$ cat src/rtl/logic_eval_pkg.sv
`default_nettype none
// ============================================================================
// Module      : logic_eval_pkg
// Description : Shared types, golden truth tables and the per-lane function
//               evaluator for the logic_eval_pipe block.
// Revision    : 1.0 - initial release
// ============================================================================
package logic_eval_pkg;

  // Function selector; encoding matches the in_mode/bist_mode port values.
  typedef enum logic [1:0] {
    MODE_NAND_OR = 2'd0,
    MODE_INV     = 2'd1,
    MODE_MAJ     = 2'd2,
    MODE_XOR3    = 2'd3
  } mode_e;

  // Self-test sequencer states.
  typedef enum logic [2:0] {
    BIST_IDLE  = 3'd0,
    BIST_DRAIN = 3'd1,
    BIST_RUN   = 3'd2,
    BIST_WAIT  = 3'd3,
    BIST_DONE  = 3'd4
  } bist_state_e;

  // Expected lane output for each mode, bit index is {A,B,C}.
  localparam logic [7:0] GOLDEN [4] = '{8'hF1, 8'h0E, 8'hE8, 8'h96};

  // One lane of the selectable 3-operand function.
  function automatic logic eval_fn(input mode_e mode, input logic a,
                                   input logic b, input logic c);
    logic x;
    x = 1'b0;
    case (mode)
      MODE_NAND_OR: x = a | ~(b | c);
      MODE_INV:     x = ~(a | ~(b | c));
      MODE_MAJ:     x = (a & b) | (a & c) | (b & c);
      MODE_XOR3:    x = a ^ b ^ c;
      default:      x = 1'b0;
    endcase
    return x;
  endfunction

endpackage
`default_nettype wire

$ cat src/rtl/logic_eval_pipe_if.sv
`default_nettype none
// ============================================================================
// Module      : logic_eval_pipe_if
// Description : Operand/result stream handshakes and BIST control bundle.
// Revision    : 1.0 - initial release
// ============================================================================
interface logic_eval_pipe_if #(
  parameter int WIDTH = 8
);
  logic             in_valid;
  logic             in_ready;
  logic [1:0]       in_mode;
  logic [WIDTH-1:0] in_a;
  logic [WIDTH-1:0] in_b;
  logic [WIDTH-1:0] in_c;
  logic             out_valid;
  logic             out_ready;
  logic [WIDTH-1:0] out_x;
  logic             bist_start;
  logic [1:0]       bist_mode;
  logic             bist_busy;
  logic             bist_done;
  logic             bist_pass;

  // Stimulus source / result sink side.
  modport master (
    output in_valid, in_mode, in_a, in_b, in_c, out_ready, bist_start, bist_mode,
    input  in_ready, out_valid, out_x, bist_busy, bist_done, bist_pass
  );

  // Evaluator side.
  modport slave (
    input  in_valid, in_mode, in_a, in_b, in_c, out_ready, bist_start, bist_mode,
    output in_ready, out_valid, out_x, bist_busy, bist_done, bist_pass
  );
endinterface
`default_nettype wire

$ cat src/rtl/logic_eval_bist.sv
`default_nettype none
// ============================================================================
// Module      : logic_eval_bist
// Description : Self-test sequencer: drains the pipe, issues the 8 operand
//               combinations, checks returning results against GOLDEN.
// Revision    : 1.0 - initial release
// ============================================================================
module logic_eval_bist
  import logic_eval_pkg::*;
#(
  parameter int         WIDTH      = 8,
  parameter logic [1:0] RESET_MODE = 2'd0
) (
  input  wire              clk,
  input  wire              rst_n,
  input  wire              bist_start,
  input  wire [1:0]        bist_mode_in,
  input  wire              pipe_empty,
  input  wire              chk_valid,
  input  wire [2:0]        chk_tag,
  input  wire [WIDTH-1:0]  chk_x,
  output logic             idle,
  output logic             issue,
  output logic [2:0]       idx,
  output mode_e            mode,
  output logic             busy,
  output logic             done,
  output logic             pass
);

  bist_state_e state_q, state_d;
  logic [2:0]  idx_q, idx_d;
  logic        wait_q, wait_d;
  mode_e       mode_q, mode_d;
  logic        error_q, error_d;
  logic        pass_q, pass_d;

  logic [WIDTH-1:0] w_expected;
  logic             w_mismatch;

  // Every lane of a BIST result must equal the golden bit for its tag.
  assign w_expected = {WIDTH{GOLDEN[mode_q][chk_tag]}};
  assign w_mismatch = chk_valid & (chk_x != w_expected);

  // Sequencer state and checker flags.
  always_ff @(posedge clk or negedge rst_n) begin
    if (!rst_n) begin
      state_q <= BIST_IDLE;
      idx_q   <= 3'd0;
      wait_q  <= 1'b0;
      mode_q  <= mode_e'(RESET_MODE);
      error_q <= 1'b0;
      pass_q  <= 1'b0;
    end else begin
      state_q <= state_d;
      idx_q   <= idx_d;
      wait_q  <= wait_d;
      mode_q  <= mode_d;
      error_q <= error_d;
      pass_q  <= pass_d;
    end
  end

  // Next-state, issue control and error accumulation.
  always_comb begin
    state_d = state_q;
    idx_d   = idx_q;
    wait_d  = wait_q;
    mode_d  = mode_q;
    error_d = error_q | w_mismatch;
    pass_d  = pass_q;
    issue   = 1'b0;
    case (state_q)
      BIST_IDLE: begin
        if (bist_start) begin
          state_d = BIST_DRAIN;
          mode_d  = mode_e'(bist_mode_in);
          error_d = 1'b0;
          pass_d  = 1'b0;
        end
      end
      BIST_DRAIN: begin
        if (pipe_empty) begin
          state_d = BIST_RUN;
          idx_d   = 3'd0;
        end
      end
      BIST_RUN: begin
        issue = 1'b1;
        idx_d = idx_q + 3'd1;
        if (idx_q == 3'd7) begin
          state_d = BIST_WAIT;
          wait_d  = 1'b0;
        end
      end
      BIST_WAIT: begin
        wait_d = 1'b1;
        // Second cycle: the final beat is being checked right now, so fold
        // its outcome into the verdict published alongside done.
        if (wait_q) begin
          state_d = BIST_DONE;
          pass_d  = ~error_d;
        end
      end
      BIST_DONE: begin
        state_d = BIST_IDLE;
      end
      default: begin
        state_d = BIST_IDLE;
      end
    endcase
  end

  assign idle = (state_q == BIST_IDLE);
  assign busy = (state_q == BIST_DRAIN) | (state_q == BIST_RUN) | (state_q == BIST_WAIT);
  assign done = (state_q == BIST_DONE);
  assign pass = pass_q;
  assign idx  = idx_q;
  assign mode = mode_q;

endmodule
`default_nettype wire

$ cat src/rtl/logic_eval_pipe.sv
`default_nettype none
// ============================================================================
// Module      : logic_eval_pipe
// Description : Two-stage valid/ready pipeline evaluating a selectable
//               3-operand bitwise function over WIDTH lanes, with BIST.
// Revision    : 1.0 - initial release
// ============================================================================
module logic_eval_pipe
  import logic_eval_pkg::*;
#(
  parameter int         WIDTH      = 8,
  parameter logic [1:0] RESET_MODE = 2'd0
) (
  input  wire              clk,
  input  wire              rst_n,
  logic_eval_pipe_if.slave bus
);

  // Stage 1: operands, function and tag.
  logic             s1_valid_q, s1_valid_d;
  logic             s1_bist_q, s1_bist_d;
  mode_e            s1_mode_q, s1_mode_d;
  logic [WIDTH-1:0] s1_a_q, s1_a_d;
  logic [WIDTH-1:0] s1_b_q, s1_b_d;
  logic [WIDTH-1:0] s1_c_q, s1_c_d;
  logic [2:0]       s1_tag_q, s1_tag_d;
  // Stage 2: result and tag.
  logic             s2_valid_q, s2_valid_d;
  logic             s2_bist_q, s2_bist_d;
  logic [WIDTH-1:0] s2_x_q, s2_x_d;
  logic [2:0]       s2_tag_q, s2_tag_d;
  // Rolling tag for normal beats.
  logic [2:0]       tag_cnt_q, tag_cnt_d;

  logic             w_stall;
  logic             w_accept;
  logic             w_pipe_empty;
  logic             w_chk_valid;
  logic             w_bist_idle;
  logic             w_bist_issue;
  logic [2:0]       w_bist_idx;
  mode_e            w_bist_mode;
  logic [WIDTH-1:0] w_x;

  // Only a visible result can back-pressure; BIST beats ignore out_ready.
  assign w_stall       = s2_valid_q & ~s2_bist_q & ~bus.out_ready;
  assign bus.in_ready  = rst_n & ~w_stall & w_bist_idle;
  assign w_accept      = bus.in_valid & bus.in_ready;
  assign bus.out_valid = s2_valid_q & ~s2_bist_q;
  assign bus.out_x     = s2_x_q;
  assign w_pipe_empty  = ~s1_valid_q & ~s2_valid_q;
  assign w_chk_valid   = s2_valid_q & s2_bist_q;

  genvar gi;
  generate
    for (gi = 0; gi < WIDTH; gi++) begin : g_lane
      assign w_x[gi] = eval_fn(s1_mode_q, s1_a_q[gi], s1_b_q[gi], s1_c_q[gi]);
    end
  endgenerate

  // Pipeline registers.
  always_ff @(posedge clk or negedge rst_n) begin
    if (!rst_n) begin
      s1_valid_q <= 1'b0;
      s1_bist_q  <= 1'b0;
      s1_mode_q  <= mode_e'(RESET_MODE);
      s1_a_q     <= '0;
      s1_b_q     <= '0;
      s1_c_q     <= '0;
      s1_tag_q   <= 3'd0;
      s2_valid_q <= 1'b0;
      s2_bist_q  <= 1'b0;
      s2_x_q     <= '0;
      s2_tag_q   <= 3'd0;
      tag_cnt_q  <= 3'd0;
    end else begin
      s1_valid_q <= s1_valid_d;
      s1_bist_q  <= s1_bist_d;
      s1_mode_q  <= s1_mode_d;
      s1_a_q     <= s1_a_d;
      s1_b_q     <= s1_b_d;
      s1_c_q     <= s1_c_d;
      s1_tag_q   <= s1_tag_d;
      s2_valid_q <= s2_valid_d;
      s2_bist_q  <= s2_bist_d;
      s2_x_q     <= s2_x_d;
      s2_tag_q   <= s2_tag_d;
      tag_cnt_q  <= tag_cnt_d;
    end
  end

  // Stage advance: both stages move together unless stalled; bubbles move too.
  always_comb begin
    s1_valid_d = s1_valid_q;
    s1_bist_d  = s1_bist_q;
    s1_mode_d  = s1_mode_q;
    s1_a_d     = s1_a_q;
    s1_b_d     = s1_b_q;
    s1_c_d     = s1_c_q;
    s1_tag_d   = s1_tag_q;
    s2_valid_d = s2_valid_q;
    s2_bist_d  = s2_bist_q;
    s2_x_d     = s2_x_q;
    s2_tag_d   = s2_tag_q;
    tag_cnt_d  = tag_cnt_q;
    if (!w_stall) begin
      s1_valid_d = w_accept | w_bist_issue;
      s1_bist_d  = w_bist_issue;
      if (w_bist_issue) begin
        s1_a_d    = {WIDTH{w_bist_idx[2]}};
        s1_b_d    = {WIDTH{w_bist_idx[1]}};
        s1_c_d    = {WIDTH{w_bist_idx[0]}};
        s1_mode_d = w_bist_mode;
        s1_tag_d  = w_bist_idx;
      end else if (w_accept) begin
        s1_a_d    = bus.in_a;
        s1_b_d    = bus.in_b;
        s1_c_d    = bus.in_c;
        s1_mode_d = mode_e'(bus.in_mode);
        s1_tag_d  = tag_cnt_q;
        tag_cnt_d = tag_cnt_q + 3'd1;
      end
      s2_valid_d = s1_valid_q;
      s2_bist_d  = s1_bist_q;
      if (s1_valid_q) begin
        s2_x_d   = w_x;
        s2_tag_d = s1_tag_q;
      end
    end
  end

  logic_eval_bist #(
    .WIDTH      (WIDTH),
    .RESET_MODE (RESET_MODE)
  ) u_bist (
    .clk          (clk),
    .rst_n        (rst_n),
    .bist_start   (bus.bist_start),
    .bist_mode_in (bus.bist_mode),
    .pipe_empty   (w_pipe_empty),
    .chk_valid    (w_chk_valid),
    .chk_tag      (s2_tag_q),
    .chk_x        (s2_x_q),
    .idle         (w_bist_idle),
    .issue        (w_bist_issue),
    .idx          (w_bist_idx),
    .mode         (w_bist_mode),
    .busy         (bus.bist_busy),
    .done         (bus.bist_done),
    .pass         (bus.bist_pass)
  );

endmodule
`default_nettype wire

$ cat src/flat_wrapper.sv
// flat-port wrapper written by rule: the top's interface ports become plain ports
module logic_eval_pipe_flat import logic_eval_pkg::*;
#(
  parameter int         WIDTH      = 8,
  parameter logic [1:0] RESET_MODE = 2'd0
)
  (clk, rst_n, bus_in_valid, bus_in_mode, bus_in_a, bus_in_b, bus_in_c, bus_out_ready, bus_bist_start, bus_bist_mode, bus_in_ready, bus_out_valid, bus_out_x, bus_bist_busy, bus_bist_done, bus_bist_pass);
  logic_eval_pipe_if #(.WIDTH(WIDTH)) bus_i ();
  input  wire clk;
  input  wire rst_n;
  input wire logic [$bits(bus_i.in_valid)-1:0] bus_in_valid;
  input wire logic [$bits(bus_i.in_mode)-1:0] bus_in_mode;
  input wire logic [$bits(bus_i.in_a)-1:0] bus_in_a;
  input wire logic [$bits(bus_i.in_b)-1:0] bus_in_b;
  input wire logic [$bits(bus_i.in_c)-1:0] bus_in_c;
  input wire logic [$bits(bus_i.out_ready)-1:0] bus_out_ready;
  input wire logic [$bits(bus_i.bist_start)-1:0] bus_bist_start;
  input wire logic [$bits(bus_i.bist_mode)-1:0] bus_bist_mode;
  output wire logic [$bits(bus_i.in_ready)-1:0] bus_in_ready;
  output wire logic [$bits(bus_i.out_valid)-1:0] bus_out_valid;
  output wire logic [$bits(bus_i.out_x)-1:0] bus_out_x;
  output wire logic [$bits(bus_i.bist_busy)-1:0] bus_bist_busy;
  output wire logic [$bits(bus_i.bist_done)-1:0] bus_bist_done;
  output wire logic [$bits(bus_i.bist_pass)-1:0] bus_bist_pass;
  assign bus_i.in_valid = bus_in_valid;
  assign bus_i.in_mode = bus_in_mode;
  assign bus_i.in_a = bus_in_a;
  assign bus_i.in_b = bus_in_b;
  assign bus_i.in_c = bus_in_c;
  assign bus_i.out_ready = bus_out_ready;
  assign bus_i.bist_start = bus_bist_start;
  assign bus_i.bist_mode = bus_bist_mode;
  assign bus_in_ready = bus_i.in_ready;
  assign bus_out_valid = bus_i.out_valid;
  assign bus_out_x = bus_i.out_x;
  assign bus_bist_busy = bus_i.bist_busy;
  assign bus_bist_done = bus_i.bist_done;
  assign bus_bist_pass = bus_i.bist_pass;
  logic_eval_pipe #(.WIDTH(WIDTH), .RESET_MODE(RESET_MODE)) u_core (.clk(clk), .rst_n(rst_n), .bus(bus_i));
endmodule
$ cat config.mk
export PLATFORM = sky130hd
export DESIGN_NAME = logic_eval_pipe_flat
export DESIGN_NICKNAME = d
export VERILOG_FILES = /design/src/rtl/logic_eval_pkg.sv /design/src/rtl/logic_eval_pipe_if.sv /design/src/rtl/logic_eval_bist.sv /design/src/rtl/logic_eval_pipe.sv /design/src/flat_wrapper.sv
export SDC_FILE = /design/constraint.sdc
export NUM_CORES = 1
export LEC_CHECK = 0
export ABC_AREA = 1
export BUFFER_PORTS_ARGS = -buffer_cell sky130_fd_sc_hd__buf_2
export CAP_MARGIN = 10
export CELL_PAD_IN_SITES_DETAIL_PLACEMENT = 1
export CELL_PAD_IN_SITES_GLOBAL_PLACEMENT = 1
export CORE_UTILIZATION = 43
export CTS_CLUSTER_DIAMETER = 60
export CTS_CLUSTER_SIZE = 24
export DETAILED_ROUTE_END_ITERATION = 16
export PLACE_DENSITY = 0.9
export SLEW_MARGIN = 20
export SYNTH_ARGS = -nofsm -noshare
export SYNTH_HDL_FRONTEND = slang
export SYNTH_SLANG_ARGS = --single-unit
$ cat constraint.sdc
create_clock -name clk -period 1.7 [get_ports clk]
set_clock_uncertainty 0.15 [all_clocks]
set_input_delay 0.255 -clock clk [delete_from_list [all_inputs] [get_ports clk]]
set_output_delay 0.255 -clock clk [all_outputs]
set_load 0.05 [all_outputs]
# Word level (Yosys, flattened, before mapping)
# Index checks and enable logic that the tools add are counted.
# W data, S select, Z words.
[classes]
addsub = 2
n_eq_ne = 13
reduce_logical = 14
n_bitwise = 108
magnitude_cmp = 2
n_mux = 38
[op_table]
columns = ["cell", "count"]
rows = [
  ["$mux W8", 8],
  ["$or A1 B1 Y1", 36],
  ["$and A1 B1 Y1", 32],
  ["$pmux W1 S4", 8],
  ["$not A1 Y1", 23],
  ["$mux W3", 7],
  ["$bmux W8 S2", 1],
  ["$xor A1 B1 Y1", 16],
  ["$pmux W3 S4", 1],
  ["$reduce_and A2 Y1", 5],
  ["$ne A2 B2 Y1 const B", 4],
  ["$ne A8 B8 Y1", 1],
  ["$reduce_bool A2 Y1", 4],
  ["$mux W1", 7],
  ["$add A3 B1 Y3 const B", 2],
  ["$eq A3 B2 Y1 const B", 2],
  ["$eq A3 B3 Y1 const B", 2],
  ["$pmux W3 S2", 1],
  ["$reduce_and A3 Y1", 2],
  ["$eq A2 B2 Y1 const B", 2],
  ["$lt A3 B4 Y1 const B", 1],
  ["$mux W2", 2],
  ["$pmux W1 S2", 2],
  ["$reduce_and A4 Y1", 1],
  ["other kinds (7)", 7],
]
[word_totals]
reg_bits = 58
elab_cells = 195
out_inout_bits = 13
input_bits = 33

# Depth between registers and ports, before layout
[depth]
depth_word = 12
ltp_mapped = 14
depth_no_buf = 14

# By module
# From an unflattened synthesis, not the netlist that was laid out.
[hier_totals]
cells_unflattened = 480
hier_area_um2 = 3423.3
[modules_own_cells]
columns = ["mod", "seq_area_each_um2", "n_inst", "cells_per_inst", "area_each_um2"]
rows = [
  ["logic_eval_pipe", 1176.1, 1, 384, 2722.6],
  ["logic_eval_bist", 275.3, 1, 96, 700.7],
]

# Worst setup path after synthesis
# No wires, ideal clock.
[synth_path]
path_kind = "register -> output"
start = "register u_core.u_bist.state_q[1]"
end = "output port bus_bist_done"
path_buffers = 0
slack_ns = -0.205
stages_incl_launch_ff = 2
arrival_ns = 1.500
required_ns = 1.295
cell_sequence = "dfrtp_1 -> nor3_1"
[synth_between]
elab_chain_cells = 1
[synth_lines]
columns = ["element", "line_no", "text"]
rows = [
  ["start, declared", "logic_eval_bist.sv:31", "bist_state_e state_q, state_d;"],
  ["start signal, assigned", "logic_eval_bist.sv:55", "state_q <= state_d;"],
  ["$eq A3 B3 Y1", "logic_eval_bist.sv:116", "assign done = (state_q == BIST_DONE);"],
  ["end, declared", "flat_wrapper.sv:23", "output wire logic [$bits(bus_i.bist_done)-1:0] bus_bist_done;"],
]
# No other way between the ends.

# Worst setup path after layout
[layout_path]
start = "register u_core.s2_bist_q"
end = "register u_core.s1_mode_q[1]"
[layout_between]
elab_chain_cells = 9
[layout_lines]
columns = ["element", "line_no", "text"]
rows = [
  ["start, declared", "logic_eval_pipe.sv:29", "logic s2_bist_q, s2_bist_d;"],
  ["start signal, assigned", "logic_eval_pipe.sv:85", "s2_bist_q <= s2_bist_d;"],
  ["$not A1 Y1 (*)", "logic_eval_pipe.sv:46", "assign w_stall = s2_valid_q & ~s2_bist_q & ~bus.out_ready;"],
  ["$and A1 B1 Y1 (*) (2 in series)", "logic_eval_pipe.sv:46", ""],
  ["$not A1 Y1 (no source line) (*)", "--", ""],
  ["$and A1 B1 Y1 (2 in series)", "logic_eval_pipe.sv:47", "assign bus.in_ready = rst_n & ~w_stall & w_bist_idle;"],
  ["$and A1 B1 Y1", "logic_eval_pipe.sv:48", "assign w_accept = bus.in_valid & bus.in_ready;"],
  ["$reduce_bool A2 Y1 (no source line)", "--", ""],
  ["$reduce_and A2 Y1 (no source line) (*)", "--", ""],
  ["end signal, assigned", "logic_eval_pipe.sv:66", "s1_mode_q <= mode_e'(RESET_MODE);"],
  ["end signal, assigned", "logic_eval_pipe.sv:79", "s1_mode_q <= s1_mode_d;"],
  ["end, declared", "logic_eval_pipe.sv:22", "mode_e s1_mode_q, s1_mode_d;"],
]
# Every way passes the cells marked *; elsewhere a longest branch is shown, timed or not.
# A chain may end at the register's enable or synchronous reset.

==> impl_metrics.json <==
{
  "ctsHtreeMaxLevel": 3,
  "yosys-top-cells-area": "dfrtp_1, nand2_1, a31oi_2, nor2_1, fa_1",
  "nets": 510,
  "critPathMaxFanout": 8,
  "cts_root_buffer": "clkbuf_8",
  "pre_cts_slack_ns": -0.0745,
  "share_of_the_synthesized_area_in_compound_gates_ao_oa_aoi_oai_pct": 16.3,
  "rrSetupSlack_ns": -0.23,
  "hp-class": "input pin to flip-flop",
  "tritoncts_num_sinks": 58,
  "drtPass1Iterations": 4,
  "critical_path_class": "flip-flop to flip-flop",
  "synthMostInstantiatedCell": "nand2_1",
  "final-max-slew-violation-count": 0,
  "cts_max_path_buffers": 2,
  "synthXorXnorAreaFrac_pct": 0.551,
  "boundaryPins": 46,
  "buffer_ports.inserted": 45,
  "area_growth_pct": 37.7,
  "outcome": "finished, violations left",
  "gr-total-overflow": 0,
  "vias_per_cell": 5.79,
  "timing.hold.worst_path_depth": 3,
  "mappedNetlistNets": 412,
  "clk_pin_slew_ns": 0.07,
  "min_from": "bus_in_a[2]",
  "dominant_combinational_cell_family_by_area_after_synthesis": "simple AND/OR/NAND/NOR gates",
  "synth_seq_cells": 58,
  "power_per_cell_area_nw_per_um2": 2460,
  "numCtsBuffers": 9,
  "synthCells": 365,
  "setup_violations": 42,
  "overall_die_height_um": 88.0,
  "vias": 3263,
  "gp_congestion": 0.762,
  "yosys.area_share.adder_pct": 7.40,
  "die_w_um": 88.0,
  "holdPathEnd": "u_core.s1_a_q[2]",
  "dominantRegCellSynth": "dfrtp_1",
  "hpwl_um": 5800,
  "failed_checks": "negative setup slack",
  "tightestPinTransition_ns": 0.786,
  "rr_endpoint": "u_core.s1_mode_q[1]",
  "tritoncts": "done",
  "drt_first_iter_violations": 246,
  "filler_cell_count": 835,
  "period_share_pct": 113,
  "async_flop_share_pct": 100,
  "timing.rr.start": "u_core.s2_bist_q",
  "layout.cells.non_filler": 564,
  "synthSimpleGateAreaFrac_pct": 23.6,
  "cp_data_required_time_ns": 1.77,
  "netlist.top_cell.by_area": "dfrtp_1",
  "critPathLaunchType": "flip-flop",
  "synth_commonest_cells": "nand2_1, dfrtp_1, nor2_1",
  "initial_core_util_pct": 45.5,
  "achievable-frequency_mhz": 519,
  "floorplan.rows": 30,
  "post-synth-top-area-fraction_pct": 45.7,
  "slew_headroom_pct": 47.6,
  "routedWlPerCell_um": 23.4,
  "post_synth_mux_area_share_pct": 0.354,
  "numPlacedInstances": 509,
  "diodes": 0,
  "grt_start_max_net_pins": 59,
  "drive_gt1_share_pct": 40.6,
  "arrival_ns": 1.99,
  "postRouteWirelength_um": 13200,
  "vdd_drop_max_uv": 1110,
  "design.die.area_sq_um": 7740,
  "synth-edff-count": 0,
  "period_minus_slack_ns": 1.93,
  "first_pass_grt_wire_length_um": 15800,
  "synth_cell_types": 33,
  "clock_insertion_delay_worst_skew_ns": 0.36,
  "first_global_vias": 3135,
  "core_region_area_sq_um": 6980,
  "synthesis.area_sq_um": 3180,
  "total_leakage_power_nw": 2.06,
  "max_cap_viol_count": 0,
  "worst_case_reg_to_reg_path_depth": 10,
  "fin_ws_ns": -0.227,
  "timing.final.hold_violations": 0,
  "synth-warning-count": 0,
  "rsz0062_at_grt": "true",
  "synth_seq_area_share_pct": 45.7,
  "cp-end-kind": "flip-flop",
  "antenna_found_initial": 0,
  "drcViolationCount": 0,
  "ant_nets": 0,
  "postSynthAreaPerCell_sq_um": 8.71,
  "track_usage_pct": 28.1
}
cells in the final DEF, fill, tap and decap left out, types with 7 or more instances in the layout:
cell / n
nand3_1: 10
fa_1: 8
clkbuf_8: 10
nand2_1: 107
nor2_2: 16
inv_2: 10
nor2_1: 26
a31oi_2: 20
nand2_2: 7
o21ai_0: 7
o2111ai_1: 7
nor2_4: 11
inv_1: 22
buf_4: 42
buf_2: 41
dfrtp_1: 57
registers in the layout (all words and copies together), names as in the netlist, 2 cells and up:
name	cells
u_core.s1_c_q	8
u_core.bus.out_x	8
u_core.u_bist.mode	2
u_core.tag_cnt_q	3
u_core.u_bist.state_q	3
u_core.s1_mode_q	2
u_core.s1_tag_q	3
u_core.u_bist.idx	3
u_core.s2_tag_q	3
u_core.s1_a_q	8
u_core.s1_b_q	8
metrics by stage:
step / hold slack (ns) / util (%) / power (W) / cell area, sq um / TNS, ns
after floorplan: -0.191 / - / 0.00597 / 3200 / -1.61
after global placement: 0.298 / 51.4 / 0.00688 / 3590 / 0
after detailed placement: 0.313 / 51.4 / 0.00720 / 3590 / -0.128
after CTS: 0.0202 / 57.8 / 0.00894 / 4030 / -0.0230
after global routing: 0.0398 / 62.7 / 0.0113 / 4380 / -7.53
final: 0.0142 / 62.7 / 0.0108 / 4380 / -4.55
how the worst max path moves through the flow:
stage,startpoint,endpoint,slack (ns),cells after the start
floorplan,u_core.s2_valid_q,u_core.s1_b_q[0],-0.08,10
detailed placement,u_core.u_bist.mode[0],u_core.u_bist.pass,-0.07,14
global route,u_core.u_bist.mode[1],u_core.u_bist.pass,-0.35,13
CTS,u_core.u_bist.state_q[0],bus_bist_done,-0.01,3
global placement,u_core.u_bist.mode[0],u_core.u_bist.pass,0.01,14
finish,u_core.s2_bist_q,u_core.s1_mode_q[1],-0.23,10
cell families after synthesis:
group / after synthesis
and+or+nand+nor: 186
AOI/OAI and AO/OA: 61
DFF: 58
buffers and inverters: 43
adders and majority gates: 14
xor gates and xnor gates: 2
muxes: 1
metal layers:
metal | wire (um) | vias to the layer above | GRT usage, %
li1 | - | 1390 | -
met1 | 4930 | 1655 | 32.9
met2 | 6720 | 154 | 48.9
met3 | 892 | 64 | 4.05
met4 | 675 | 0 | 17.0
met5 | 0 | - | 0
power breakdown:
group	switching, W	internal (W)
clock	0.000637	0.000561
sequential	0.000837	0.00207
combinational	0.00407	0.00262
total	0.00554	0.00525
what timing repair did:
action,CTS,global route
pin swaps,8,21
resized for setup,21,60
endpoints found under the setup margin,8,43
setup buffers,17,17
hold buffers,3,0
gates cloned,2,1
endpoints found under the hold margin,60,0
cell type report:
type | instances | area, sq um | area share (%)
sequential | 58 | 1450 | 33.2
timing repair buffer | 98 | 753 | 17.2
multi-input combinational | 264 | 1760 | 40.2
inverter | 32 | 120 | 2.74
tap | 96 | 120 | 2.74
clock buffer | 11 | 141 | 3.23
clock inverter | 5 | 30.0 | 0.686
worst max-delay path: stages (launching register included):
cell and delay (ns):
dfrtp_1 0.40, nor3_2 0.26, inv_2 0.07, nand2_2 0.09, nor2_4 0.06, buf_6 0.12, nand2_8 0.08, nand2_8 0.10
buf_12 0.17, o211ai_1 0.12, o21ai_1 0.15
Note: power is estimated with default switching activity, not from simulation.
